`config.mk`:
```
export PLATFORM = sky130hd
export DESIGN_NAME = mem_stage
export DESIGN_NICKNAME = d
export VERILOG_FILES = /design/src/rtl/mem_stage.sv
export SDC_FILE = /design/constraint.sdc
export NUM_CORES = 1
export LEC_CHECK = 0
export CAP_MARGIN = 20
export CORE_MARGIN = 5
export CORE_UTILIZATION = 47
export DETAILED_ROUTE_END_ITERATION = 6
export PLACE_DENSITY = 0.85
export SYNTH_ARGS = -nofsm -noshare
export SYNTH_HDL_FRONTEND = slang
export SYNTH_SLANG_ARGS = --single-unit
```
`constraint.sdc`:
```
create_clock -name clk -period 5.3 [get_ports clk]
set_input_delay 1.59 -clock clk [delete_from_list [all_inputs] [get_ports clk]]
set_output_delay 1.59 -clock clk [all_outputs]
set_load 0.02 [all_outputs]
```
`src/rtl/mem_stage.sv`:
```
// mem_stage: MEM stage of the 5-stage RISC-V integer pipeline.
// Holds the EX result bundle in the MS register, performs the data-memory
// handshake (IDLE/REQ/WAIT), aligns/extends load data and registers the
// result into the WB stage register.
// Optional build macro MEM_MISALIGN_TRAP_EN: misaligned H/HU/W accesses are
// trapped (ms_misalign/ms_badaddr) instead of being truncated to size.
module mem_stage #(
    parameter int XLEN   = 32,
    parameter int ADDR_W = 32
) (
    input  logic                clk,
    input  logic                rst_n,
    input  logic                ex_valid,
    input  logic [4:0]          ex_wb_addr,
    input  logic                ex_rf_wen,
    input  logic                ex_mem_val,
    input  logic                ex_mem_fcn,
    input  logic [2:0]          ex_mem_typ,
    input  logic [XLEN-1:0]     ex_alu_out,
    input  logic [XLEN-1:0]     ex_rs2_data,
    output logic                mem_stall,
    output logic [4:0]          ms_wb_addr,
    output logic                ms_rf_wen,
    output logic [XLEN-1:0]     ms_wb_data,
    output logic [4:0]          wb_wb_addr,
    output logic                wb_rf_wen,
    output logic [XLEN-1:0]     wb_wb_data,
    output logic                dmem_req_valid,
    input  logic                dmem_req_ready,
    output logic [ADDR_W-1:0]   dmem_req_addr,
    output logic                dmem_req_fcn,
    output logic [XLEN-1:0]     dmem_req_wdata,
    output logic [XLEN/8-1:0]   dmem_req_wmask,
    input  logic                dmem_resp_valid,
    input  logic [XLEN-1:0]     dmem_resp_data
`ifdef MEM_MISALIGN_TRAP_EN
    ,
    output logic                ms_misalign,
    output logic [ADDR_W-1:0]   ms_badaddr
`endif
);

    localparam logic [2:0] MT_B  = 3'd1;
    localparam logic [2:0] MT_H  = 3'd2;
    localparam logic [2:0] MT_BU = 3'd5;
    localparam logic [2:0] MT_HU = 3'd6;

    typedef enum logic [1:0] {S_IDLE, S_REQ, S_WAIT} state_t;
    state_t state_q, state_d;

    logic              ms_valid_q, ms_rf_wen_q, ms_mem_val_q, ms_mem_fcn_q;
    logic [4:0]        ms_wb_addr_q;
    logic [2:0]        ms_mem_typ_q;
    logic [XLEN-1:0]   ms_alu_q, ms_rs2_q;

    logic              is_byte, is_half;
    logic [1:0]        off;
    logic              misalign, mem_op, resp_done;
    logic [XLEN-1:0]   shifted, load_data;

    // MS register: capture EX bundle unless stalled; bubbles clear wen/mem_val
    always_ff @(posedge clk or negedge rst_n) begin
        if (!rst_n) begin
            ms_valid_q   <= 1'b0;
            ms_wb_addr_q <= '0;
            ms_rf_wen_q  <= 1'b0;
            ms_mem_val_q <= 1'b0;
            ms_mem_fcn_q <= 1'b0;
            ms_mem_typ_q <= '0;
            ms_alu_q     <= '0;
            ms_rs2_q     <= '0;
        end else if (!mem_stall) begin
            ms_valid_q   <= ex_valid;
            ms_wb_addr_q <= ex_wb_addr;
            ms_rf_wen_q  <= ex_valid & ex_rf_wen;
            ms_mem_val_q <= ex_valid & ex_mem_val;
            ms_mem_fcn_q <= ex_mem_fcn;
            ms_mem_typ_q <= ex_mem_typ;
            ms_alu_q     <= ex_alu_out;
            ms_rs2_q     <= ex_rs2_data;
        end
    end

    assign is_byte = (ms_mem_typ_q[1:0] == 2'b01);
    assign is_half = (ms_mem_typ_q[1:0] == 2'b10);

    // Byte offset within the word after truncating low bits to the access size
    always_comb begin
        off = 2'b00;
        if (is_byte)      off = ms_alu_q[1:0];
        else if (is_half) off = {ms_alu_q[1], 1'b0};
    end

`ifdef MEM_MISALIGN_TRAP_EN
    assign misalign = ms_valid_q && ms_mem_val_q &&
                      ((is_half && ms_alu_q[0]) ||
                       (!is_byte && !is_half && (ms_alu_q[1:0] != 2'b00)));
    assign ms_misalign = misalign;
    assign ms_badaddr  = misalign ? ms_alu_q[ADDR_W-1:0] : '0;
`else
    assign misalign = 1'b0;
`endif

    assign mem_op = ms_valid_q && ms_mem_val_q && !misalign;

    // FSM state register
    always_ff @(posedge clk or negedge rst_n) begin
        if (!rst_n) state_q <= S_IDLE;
        else        state_q <= state_d;
    end

    // FSM next-state: one outstanding request; responses outside WAIT are dropped
    always_comb begin
        state_d = state_q;
        unique case (state_q)
            S_IDLE: if (mem_op) state_d = dmem_req_ready ? S_WAIT : S_REQ;
            S_REQ:  if (dmem_req_ready) state_d = S_WAIT;
            S_WAIT: if (dmem_resp_valid) state_d = S_IDLE;
            default: state_d = S_IDLE;
        endcase
    end

    // FSM outputs: request valid, completion and stall
    always_comb begin
        resp_done      = (state_q == S_WAIT) && dmem_resp_valid;
        dmem_req_valid = mem_op && (state_q != S_WAIT);
        mem_stall      = mem_op && !resp_done;
    end

    assign dmem_req_addr = {ms_alu_q[ADDR_W-1:2], 2'b00};
    assign dmem_req_fcn  = ms_mem_fcn_q;

    // Store lane replication and byte strobes (loads drive no strobes)
    always_comb begin
        dmem_req_wdata = ms_rs2_q;
        dmem_req_wmask = '0;
        if (is_byte)      dmem_req_wdata = {(XLEN/8){ms_rs2_q[7:0]}};
        else if (is_half) dmem_req_wdata = {(XLEN/16){ms_rs2_q[15:0]}};
        if (ms_mem_fcn_q) begin
            if (is_byte)      dmem_req_wmask = 4'b0001 << off;
            else if (is_half) dmem_req_wmask = 4'b0011 << off;
            else              dmem_req_wmask = '1;
        end
    end

    // Load alignment and sign/zero extension
    always_comb begin
        shifted   = dmem_resp_data >> {off, 3'b000};
        load_data = shifted;
        case (ms_mem_typ_q)
            MT_B:  load_data = {{(XLEN-8){shifted[7]}}, shifted[7:0]};
            MT_BU: load_data = {{(XLEN-8){1'b0}}, shifted[7:0]};
            MT_H:  load_data = {{(XLEN-16){shifted[15]}}, shifted[15:0]};
            MT_HU: load_data = {{(XLEN-16){1'b0}}, shifted[15:0]};
            default: load_data = shifted;
        endcase
    end

    assign ms_wb_addr = ms_wb_addr_q;
    assign ms_rf_wen  = ms_rf_wen_q && !misalign;
    assign ms_wb_data = (mem_op && !ms_mem_fcn_q && resp_done) ? load_data : ms_alu_q;

    // WB register: bubble while stalled, otherwise take the MS result
    always_ff @(posedge clk or negedge rst_n) begin
        if (!rst_n) begin
            wb_wb_addr <= '0;
            wb_rf_wen  <= 1'b0;
            wb_wb_data <= '0;
        end else if (mem_stall) begin
            wb_wb_addr <= '0;
            wb_rf_wen  <= 1'b0;
            wb_wb_data <= '0;
        end else begin
            wb_wb_addr <= ms_wb_addr;
            wb_rf_wen  <= ms_rf_wen && ms_valid_q;
            wb_wb_data <= ms_wb_data;
        end
    end

endmodule

```
=== Word-level counts from Yosys, hierarchy flattened ===
Cells that the tools add are included.

* Bits in registers: 116
* Latch bits: 0
* RAM bits: 0
* Bits in read-only memories: 0
* Bits of input ports: 112
* Output and inout port bits: 147
* Logic and storage cells: 57
* Memories kept: 0

* Add/sub/neg operators: 0
* Multiply operators: 0
* Divide/modulo/power cells: 0
* Magnitude comparators: 0
* Equality and inequality tests: 12
* Shifts and indexed selects: 3
* Multiplexer cells: 17
* Bitwise operators: 2
* Reduce and logical (&&, ||, !) cells: 11

{| class="wikitable"
|+ Operators by type and width
! operator !! number
|-
| 2-to-1 mux 32 bit || 4
|-
| one-hot mux 32 bit (4 select lines) || 1
|-
| >> shifter 32 x 5 -> 32 bit || 1
|-
| 2-to-1 mux 2 bit || 6
|-
| 2-to-1 mux 4 bit || 3
|-
| inequality test 2 bit, second input constant || 4
|-
| logical AND 1 bit || 7
|-
| equality test 3 bit, second input constant || 2
|-
| one-hot mux 2 bit (3 select lines) || 1
|-
| 2-to-1 mux 5 bit || 1
|-
| equality test 2 x 1 -> 1 bit, second input constant || 2
|-
| equality test 2 bit, second input constant || 2
|-
| left shift 1 x 2 -> 4 bit, first input constant || 1
|-
| left shift 2 x 2 -> 4 bit, first input constant || 1
|-
| equality test 3 x 1 -> 1 bit, second input constant || 1
|-
| equality test 3 x 2 -> 1 bit, second input constant || 1
|-
| AND reduction 3 bit || 1
|-
| bitwise AND 1 bit || 2
|-
| zero test 1 bit || 2
|-
| zero test 2 bit || 1
|-
| 2-to-1 mux 1 bit || 1
|}

=== Longest topological paths before layout ===
Gate-level depths: netlist of the first run.

* Depth in word-level cells: 7
* Gate-level depth with buffers: 9
* Gate-level depth less buffers: 6

=== Least setup slack after synthesis of the first run ===
Ideal clock, no wire load.

* Path type: input -> output
* Start point: input port dmem_resp_valid
* End point: output port ms_wb_data[18]
* Arrival time: 2.918 ns
* Required time: 3.710 ns
* Setup slack: 0.792 ns
* Stages: 7
* Path buffers: 3
* Cells stage by stage: nand3b_2 or2_2 buf_1 a31oi_2 buf_6 buf_6 a31oi_1

* Word-level cells in the longest chain between the ends: 3

{| class="wikitable"
|+ Ends and longest elaborated chain
! element !! RTL line !! text
|-
| from (decl) || 34 || <nowiki>input logic dmem_resp_valid,</nowiki>
|-
| logical AND 1 bit || 125 || <nowiki>resp_done = (state_q == S_WAIT) && dmem_resp_valid;</nowiki>
|-
| logical AND 1 bit || 161 || <nowiki>assign ms_wb_data = (mem_op && !ms_mem_fcn_q && resp_done) ? load_data : ms_alu_q;</nowiki>
|-
| 2-to-1 mux 32 bit || 161 ||
|-
| to (decl) || 24 || <nowiki>output logic [XLEN-1:0] ms_wb_data,</nowiki>
|}

No other way between the ends.

=== Worst setup path after layout of the first run ===
* Start point: input port dmem_resp_data[15]
* End point: output port ms_wb_data[24]

* Word-level cells in the longest chain between the ends: 3

{| class="wikitable"
|+ Ends and longest elaborated chain
! element !! RTL line !! text
|-
| from (decl) || 35 || <nowiki>input logic [XLEN-1:0] dmem_resp_data</nowiki>
|-
| >> shifter 32 x 5 -> 32 bit || 148 || <nowiki>shifted = dmem_resp_data >> {off, 3'b000};</nowiki>
|-
| one-hot mux 32 bit (4 select lines) || 150 || <nowiki>case (ms_mem_typ_q)</nowiki>
|-
| 2-to-1 mux 32 bit || 161 ||
|}

No other way between the ends.

==> results of run 1 <==
how the worst min path moves through the flow:
stage                     cells past startpoint  slack, ns          from            to
after floorplan                               2       0.44  ms_rs2_q[16]  ms_rs2_q[16]
after global placement                        2       0.45  ms_rs2_q[22]  ms_rs2_q[22]
after detailed placement                      2       0.46  ms_rs2_q[17]  ms_rs2_q[17]
after CTS                                     2       0.47  ms_rs2_q[17]  ms_rs2_q[17]
after global routing                          2       0.48  ms_rs2_q[17]  ms_rs2_q[17]
final                                         2       0.46  ms_rs2_q[17]  ms_rs2_q[17]
worst max-delay path: cells and delay by family:
kind                   cells  cell delay (ns)
AND/OR/NAND/NOR            1             0.26
buffers and inverters      3             1.18
AO/OA/AOI/OAI              3             0.64
cells in the mapped netlist, types with 6 or more instances:
cell type	instances	area share, %
o211ai_1	7	0.84
and2_1	6	0.60
a311oi_2	14	3.4
a21oi_1	29	2.3
buf_6	7	1.3
nor2_1	28	1.7
nand2_1	298	18
clkbuf_1	31	1.9
buf_4	42	5.1
dfrtp_1	116	47
nor2b_1	10	1.0
a31oi_1	19	1.9
a211oi_1	22	2.7
o21ai_0	12	0.96
buf_2	6	0.48
inv_1	11	0.66
nand3_1	11	0.88
a2bb2oi_1	7	0.98
mux2i_1	16	2.6
a22oi_1	6	0.72
per-stage QoR:
stage	TNS, ns	hold slack [ns]	instance area [sq um]	instances	setup slack [ns]
final	0	0.4608	9321	1139	0.03112
after global placement	-0.01231	0.4489	8686	1106	-0.006273
after global routing	0	0.4797	9321	1139	0.008448
after CTS	0	0.4672	9304	1139	0.006271
after floorplan	0	0.4386	6228	743	0.7922
after detailed placement	-0.7615	0.4556	8686	1106	-0.05502
layout make-up:
type / instances / area share (%)
Sequential cell: 116 / 31.14
Tap cell: 176 / 2.362
Inverter: 14 / 0.5906
Clock buffer: 24 / 5.490
Timing Repair Buffer: 279 / 29.93
Multi-Input combinational cell: 522 / 29.45
Clock inverter: 8 / 1.034
metal layers:
| layer | up-vias | wire (um) | global-route usage [%] | share of wire [%] |
|---|---|---|---|---|
| met3 | 56 | 2289 | 8.827 | 11 |
| li1 | 2856 | - | - | - |
| met4 | 0 | 825 | 13.27 | 3.9 |
| met5 | - | 0 | 0 | 0 |
| met2 | 369 | 10190 | 43.44 | 48 |
| met1 | 2879 | 7902 | 32.06 | 37 |
sequential cells by signal, indices dropped and copies added (netlist names):
name and count:
dmem_req_fcn 1, wb_wb_addr 5, ms_rf_wen 1, ms_mem_val_q 1, ms_mem_typ_q 3, state_q 2
wb_rf_wen 1, ms_valid_q 1, ms_alu_q 32, ms_rs2_q 32, wb_wb_data 32, ms_wb_addr 5
logic make-up (layout without fill, tap and decap cells):
group | after synthesis | count (layout) | synth area share [%]
other cells | 1 | 2 | 0.06024
mux | 16 | 16 | 2.573
buf+inv | 105 | 325 | 9.829
compound gates | 133 | 133 | 16.26
fa+ha+maj | 2 | 2 | 0.4019
xor+xnor | 2 | 2 | 0.4021
flops | 116 | 116 | 46.63
simple gates | 367 | 367 | 23.84
report_power, final:
| group | leakage [nW] | internal, mW | switching [mW] | total [mW] |
|---|---|---|---|---|
| Sequential | 1.41 | 1.08 | 0.159 | 1.24 |
| Clock | 0.302 | 0.763 | 0.396 | 1.16 |
| Combinational | 2.64 | 0.793 | 1.04 | 1.83 |
repair_timing:
action / in CTS / in global routing
gates cloned: 1 / 0
hold buffers: 0 / 0
setup endpoints to repair: 24 / 7
gates resized for setup: 18 / 7
==> flow_metrics.env, run 1 <==
export IMPL_status="complete, no violations"
export IMPL_finalClockSkew_ns=0.004019
export IMPL_final_cell_mix="298 x nand2_1, 230 x clkdlybuf4s50_1, 116 x dfrtp_1"
export IMPL_die_h_um=125.1
export IMPL_crit_chain="clkdlybuf4s50_1, and4b_1, a221o_1, a31oi_4, bufbuf_16, a31oi_1, dlygate4sd2_1"
export IMPL_antenna_found_initial=0
export IMPL_gr_total_overflow=0
export IMPL_htreeDepth=4
export IMPL_reg2reg_to="wb_wb_data[26]"
export IMPL_cp_slowest_cell="clkdlybuf4s50_1"
export IMPL_core_area_sq_mm=0.01314
export IMPL_ys_types=48
export IMPL_cts_tree="built"
export IMPL_seqCellArea_sq_mm=0.002903
export IMPL_cts_sinks=116
export IMPL_fin_util_pct=70.95
export IMPL_initial_core_util_pct=47.38
export IMPL_drcViolationCount=0
export IMPL_critPathLaunchType="input pin"
export IMPL_power_total_mw=4.227
export IMPL_wl_per_cell_um=18.62
export IMPL_gp_congestion=0.9392
export IMPL_hold_viol_final=0
export IMPL_power_density_mw_per_mm2=453.5
export IMPL_grt_pass1_wl_mm=32.79
export IMPL_final_common_cell="nand2_1"
export IMPL_dr_pass1_iters=6
export IMPL_grtUsageTotal_pct=26.77
export IMPL_die_area_sq_mm=0.01565
export IMPL_nets=1064
export IMPL_max_freq_mhz=189.8
export IMPL_grt_max_degree=86
export IMPL_drive_gt1_share_pct=8.204
export IMPL_tightest_slew_ns=0.9139
export IMPL_rrSetupSlack_ns=2.54
export IMPL_synth_seq_cells=116
export IMPL_wirelength_mm=21.21
export IMPL_setup_viol=0
export IMPL_worst_setup_path_type="input pin to output pin"
export IMPL_ios=259
export IMPL_postRouteAntennaNets=0
export IMPL_numPortBuffers=256
export IMPL_syn_avg_cell_area_sq_um=8.389
export IMPL_cp_required_ns=3.71
export IMPL_r2r_cells=7
export IMPL_areaGrowthSynthToFinish_pct=49.75
export IMPL_critPathLaunch="dmem_resp_data[15]"
export IMPL_p_leak_nw=4.352
export IMPL_synth_edf_count=0
export IMPL_vias=6160
export IMPL_cts_setup_buffers=0
export IMPL_die_x_um=125.1
export IMPL_fillers=1024
export IMPL_synth_warning_count=0
export IMPL_rr_startpoint="ms_alu_q[0]"
export IMPL_endpoint="ms_wb_data[24]"
export IMPL_grt_pass1_vias=5907
export IMPL_root_buffer="clkbuf_16"
export IMPL_seq_area_frac_synth_pct=46.63
export IMPL_diodes=0
export IMPL_synth_ff_type="dfrtp_1"
export IMPL_cts_max_path_buffers=2
export IMPL_path_clk_slew_ns=0.05
export IMPL_min_path_type="flip-flop to flip-flop"
export IMPL_critPathMaxStageDelay_ns=0.51
export IMPL_cp_arrival_ns=3.68
export IMPL_maxSlewViolCount=0
export IMPL_endpoint_kind="output pin"
export IMPL_maxCapViolCount=0
export IMPL_cts_buffers=17
export IMPL_fin_crit_ns=5.269
export IMPL_rsz0062_at_grt="false"
export IMPL_peakVddDrop_v=0.0002602
export IMPL_cp_max_fo=17
export IMPL_hpwl_mm=15.33
export IMPL_clkLatencyLatePin_ns=0.42
export IMPL_netlist_instances=742
export IMPL_rows=42
export IMPL_period_share_pct=99.41
export IMPL_synth_async_sr_flop_share_pct=100.0
export IMPL_multi_input_area_sq_mm=0.002745
export IMPL_vias_per_cell=5.408
export IMPL_drt_initial_drc_count=453
export IMPL_relSlewSlack_pct=39.08
export IMPL_syn_cell_area_sq_mm=0.006225
Power figures use the tool's default switching activity.
==> run 2: changes to the inputs <==
Settings changed: ABC_CLOCK_PERIOD_IN_PS from default to 5300, GPL_TIMING_DRIVEN from default to 0, SKIP_CTS_REPAIR_TIMING from default to 1.
==> run 2 against run 1 <==
Utilization grew 3.5 points. Clock skew up 0.0018 ns. Global-route usage rose by 1.9 points. Critical path type unchanged.
==> flow_metrics.env, run 2 (synthesis results as in run 1) <==
export IMPL_hpwl_mm=16.98
export IMPL_htreeDepth=4
export IMPL_vias=6605
export IMPL_finalClockSkew_ns=0.005836
export IMPL_min_path_type="flip-flop to flip-flop"
export IMPL_p_int_mw=2.802
export IMPL_worst_setup_path_type="input pin to output pin"
export IMPL_gp_congestion=0.9384
export IMPL_p_sw_share_pct=37.19
export IMPL_fin_crit_ns=5.199
export IMPL_grt_pass1_wl_mm=35.33
export IMPL_reg2reg_to="ms_alu_q[8]"
export IMPL_multi_input_area_sq_mm=0.002733
export IMPL_areaGrowthSynthToFinish_pct=57.09
export IMPL_cts_buffers=17
export IMPL_seqCellArea_sq_mm=0.002903
export IMPL_dpl_instance_area_sq_mm=0.009040
export IMPL_grtUsageTotal_pct=28.66
export IMPL_cts_max_path_buffers=2
export IMPL_wl_per_cell_um=19.10
export IMPL_maxSlewViolCount=0
export IMPL_p_leak_nw=4.722
export IMPL_root_buffer="clkbuf_16"
export IMPL_relSlewSlack_pct=38.17
export IMPL_path_clk_slew_ns=0.06
export IMPL_cp_max_fo=10
export IMPL_final_cell_mix="298 x nand2_1, 231 x clkdlybuf4s50_1, 116 x dfrtp_1"
export IMPL_gr_total_overflow=0
export IMPL_r2r_cells=7
export IMPL_antenna_found_initial=0
export IMPL_setup_viol=0
export IMPL_wirelength_mm=23.10
export IMPL_diodes=0
export IMPL_fillers=969
export IMPL_rrSetupSlack_ns=2.94
export IMPL_endpoint_kind="output pin"
export IMPL_layout_setup_ws_ns=0.1011
export IMPL_period_share_pct=98.09
export IMPL_pwr_share_seq_pct=27.4
export IMPL_reg_top3="ms_alu_q (32), ms_rs2_q (32), wb_wb_data (32)"
export IMPL_dpl_worst_slack_ns=-0.6146
export IMPL_crit_chain="clkdlybuf4s50_1, nand3b_4, or2_4, a31oi_2, buf_6, buf_6, a31oi_1, dlymetal6s2s_1"
export IMPL_initial_core_util_pct=47.38
export IMPL_tightest_slew_ns=0.9150
export IMPL_worstHoldEndpoint="ms_rs2_q[18]"
export IMPL_rows=42
export IMPL_cp_required_ns=3.71
export IMPL_holdCritStartpoint="ms_rs2_q[18]"
export IMPL_peakVddDrop_v=0.0002573
export IMPL_dr_pass1_iters=6
export IMPL_hold_viol_final=0
export IMPL_design_area_sq_mm=0.009778
export IMPL_ios=259
export IMPL_critPathMaxStageDelay_ns=0.53
export IMPL_critPathLaunchType="input pin"
export IMPL_power_density_mw_per_mm2=456.2
export IMPL_drive_gt1_share_pct=10.84
export IMPL_cp_slowest_cell="clkdlybuf4s50_1"
export IMPL_numPortBuffers=256
export IMPL_power_total_mw=4.460
export IMPL_comb_power_share_pct=44.8
export IMPL_maxCapViolCount=0
export IMPL_p_sw_mw=1.659
export IMPL_die_h_um=125.1
export IMPL_drcViolationCount=0
export IMPL_nets=1134
export IMPL_final_common_cell="nand2_1"
export IMPL_p_clk_share_pct=27.9
export IMPL_grt_pass1_vias=6467
export IMPL_clkLatencyLatePin_ns=0.42
export IMPL_critPathMostFrequentCell="buf_6"
export IMPL_cts_sinks=116
export IMPL_cp_arrival_ns=3.61
export IMPL_vias_per_cell=5.463
export IMPL_max_freq_mhz=192.3
export IMPL_die_x_um=125.1
export IMPL_status="complete, no violations"
export IMPL_postRouteAntennaNets=0
export IMPL_cts_tree="built"
export IMPL_core_area_sq_mm=0.01314
export IMPL_rr_startpoint="state_q[1]"
export IMPL_rsz0062_at_grt="false"
export IMPL_die_area_sq_mm=0.01565
export IMPL_drt_initial_drc_count=577
export IMPL_worstHoldPathCells=2
export IMPL_grt_max_degree=76
[run 2: area by class of cell]
type	count	share of cell area (%)
clock inverters	8	1.497
clock buffers	24	5.029
plain buffers	89	5.707
multi-input cells	522	27.95
well taps	176	2.252
flip-flops and latches	116	29.69
repair buffers	260	27.34
inverters	14	0.5374
[run 2: worst max path at each step]
stage	start	endpoint
after floorplan	dmem_resp_valid	ms_wb_data[18]
after global placement	rst_n	ms_rs2_q[21]
after detailed placement	dmem_resp_valid	ms_wb_data[29]
after CTS	dmem_resp_valid	ms_wb_data[29]
after global routing	dmem_resp_valid	ms_wb_data[29]
final	dmem_resp_valid	ms_wb_data[18]
[run 2: metal layers]
layer	routed length, um	part of all wire, %	GRT usage, %
met5	0	0	0
met4	782	3.4	10.84
met3	2180	9.4	7.846
met2	11330	49	48.75
met1	8800	38	34.88
[run 2: worst max-delay path, delay by kind of cell]
kind	cells	cell delay, ns
buffers and inverters	4	1.12
and+or+nand+nor	2	0.53
AOI/OAI and AO/OA	2	0.35
[run 2: power groups by stage]
stage          Sequential, mW  Combinational (mW)  Clock, mW
3_5_place_dp             1.23                1.98          0
2_1_floorplan            1.30               0.984          0
6_report                 1.22                2.00       1.24
3_3_place_gp             1.22                1.95          0
5_1_grt                  1.24                2.13       1.29
4_1_cts                  1.22                2.00       1.25
[run 2: through the flow]
step	instances	utilization, %	TNS, ns	hold slack [ns]
after floorplan	743	-	0	0.4386
after global placement	1175	68.59	-223.19	0.4494
after detailed placement	1176	68.81	-12.16	0.4553
after CTS	1208	73.67	-12.81	0.4676
after global routing	1209	74.43	0	0.4835
final	1209	74.43	0	0.4647
==> run 3: changes to the inputs <==
Settings changed: SLEW_MARGIN from default to 20.
==> results of run 3 <==
The final DEF is identical to that of run 2; final timing and power are the same.
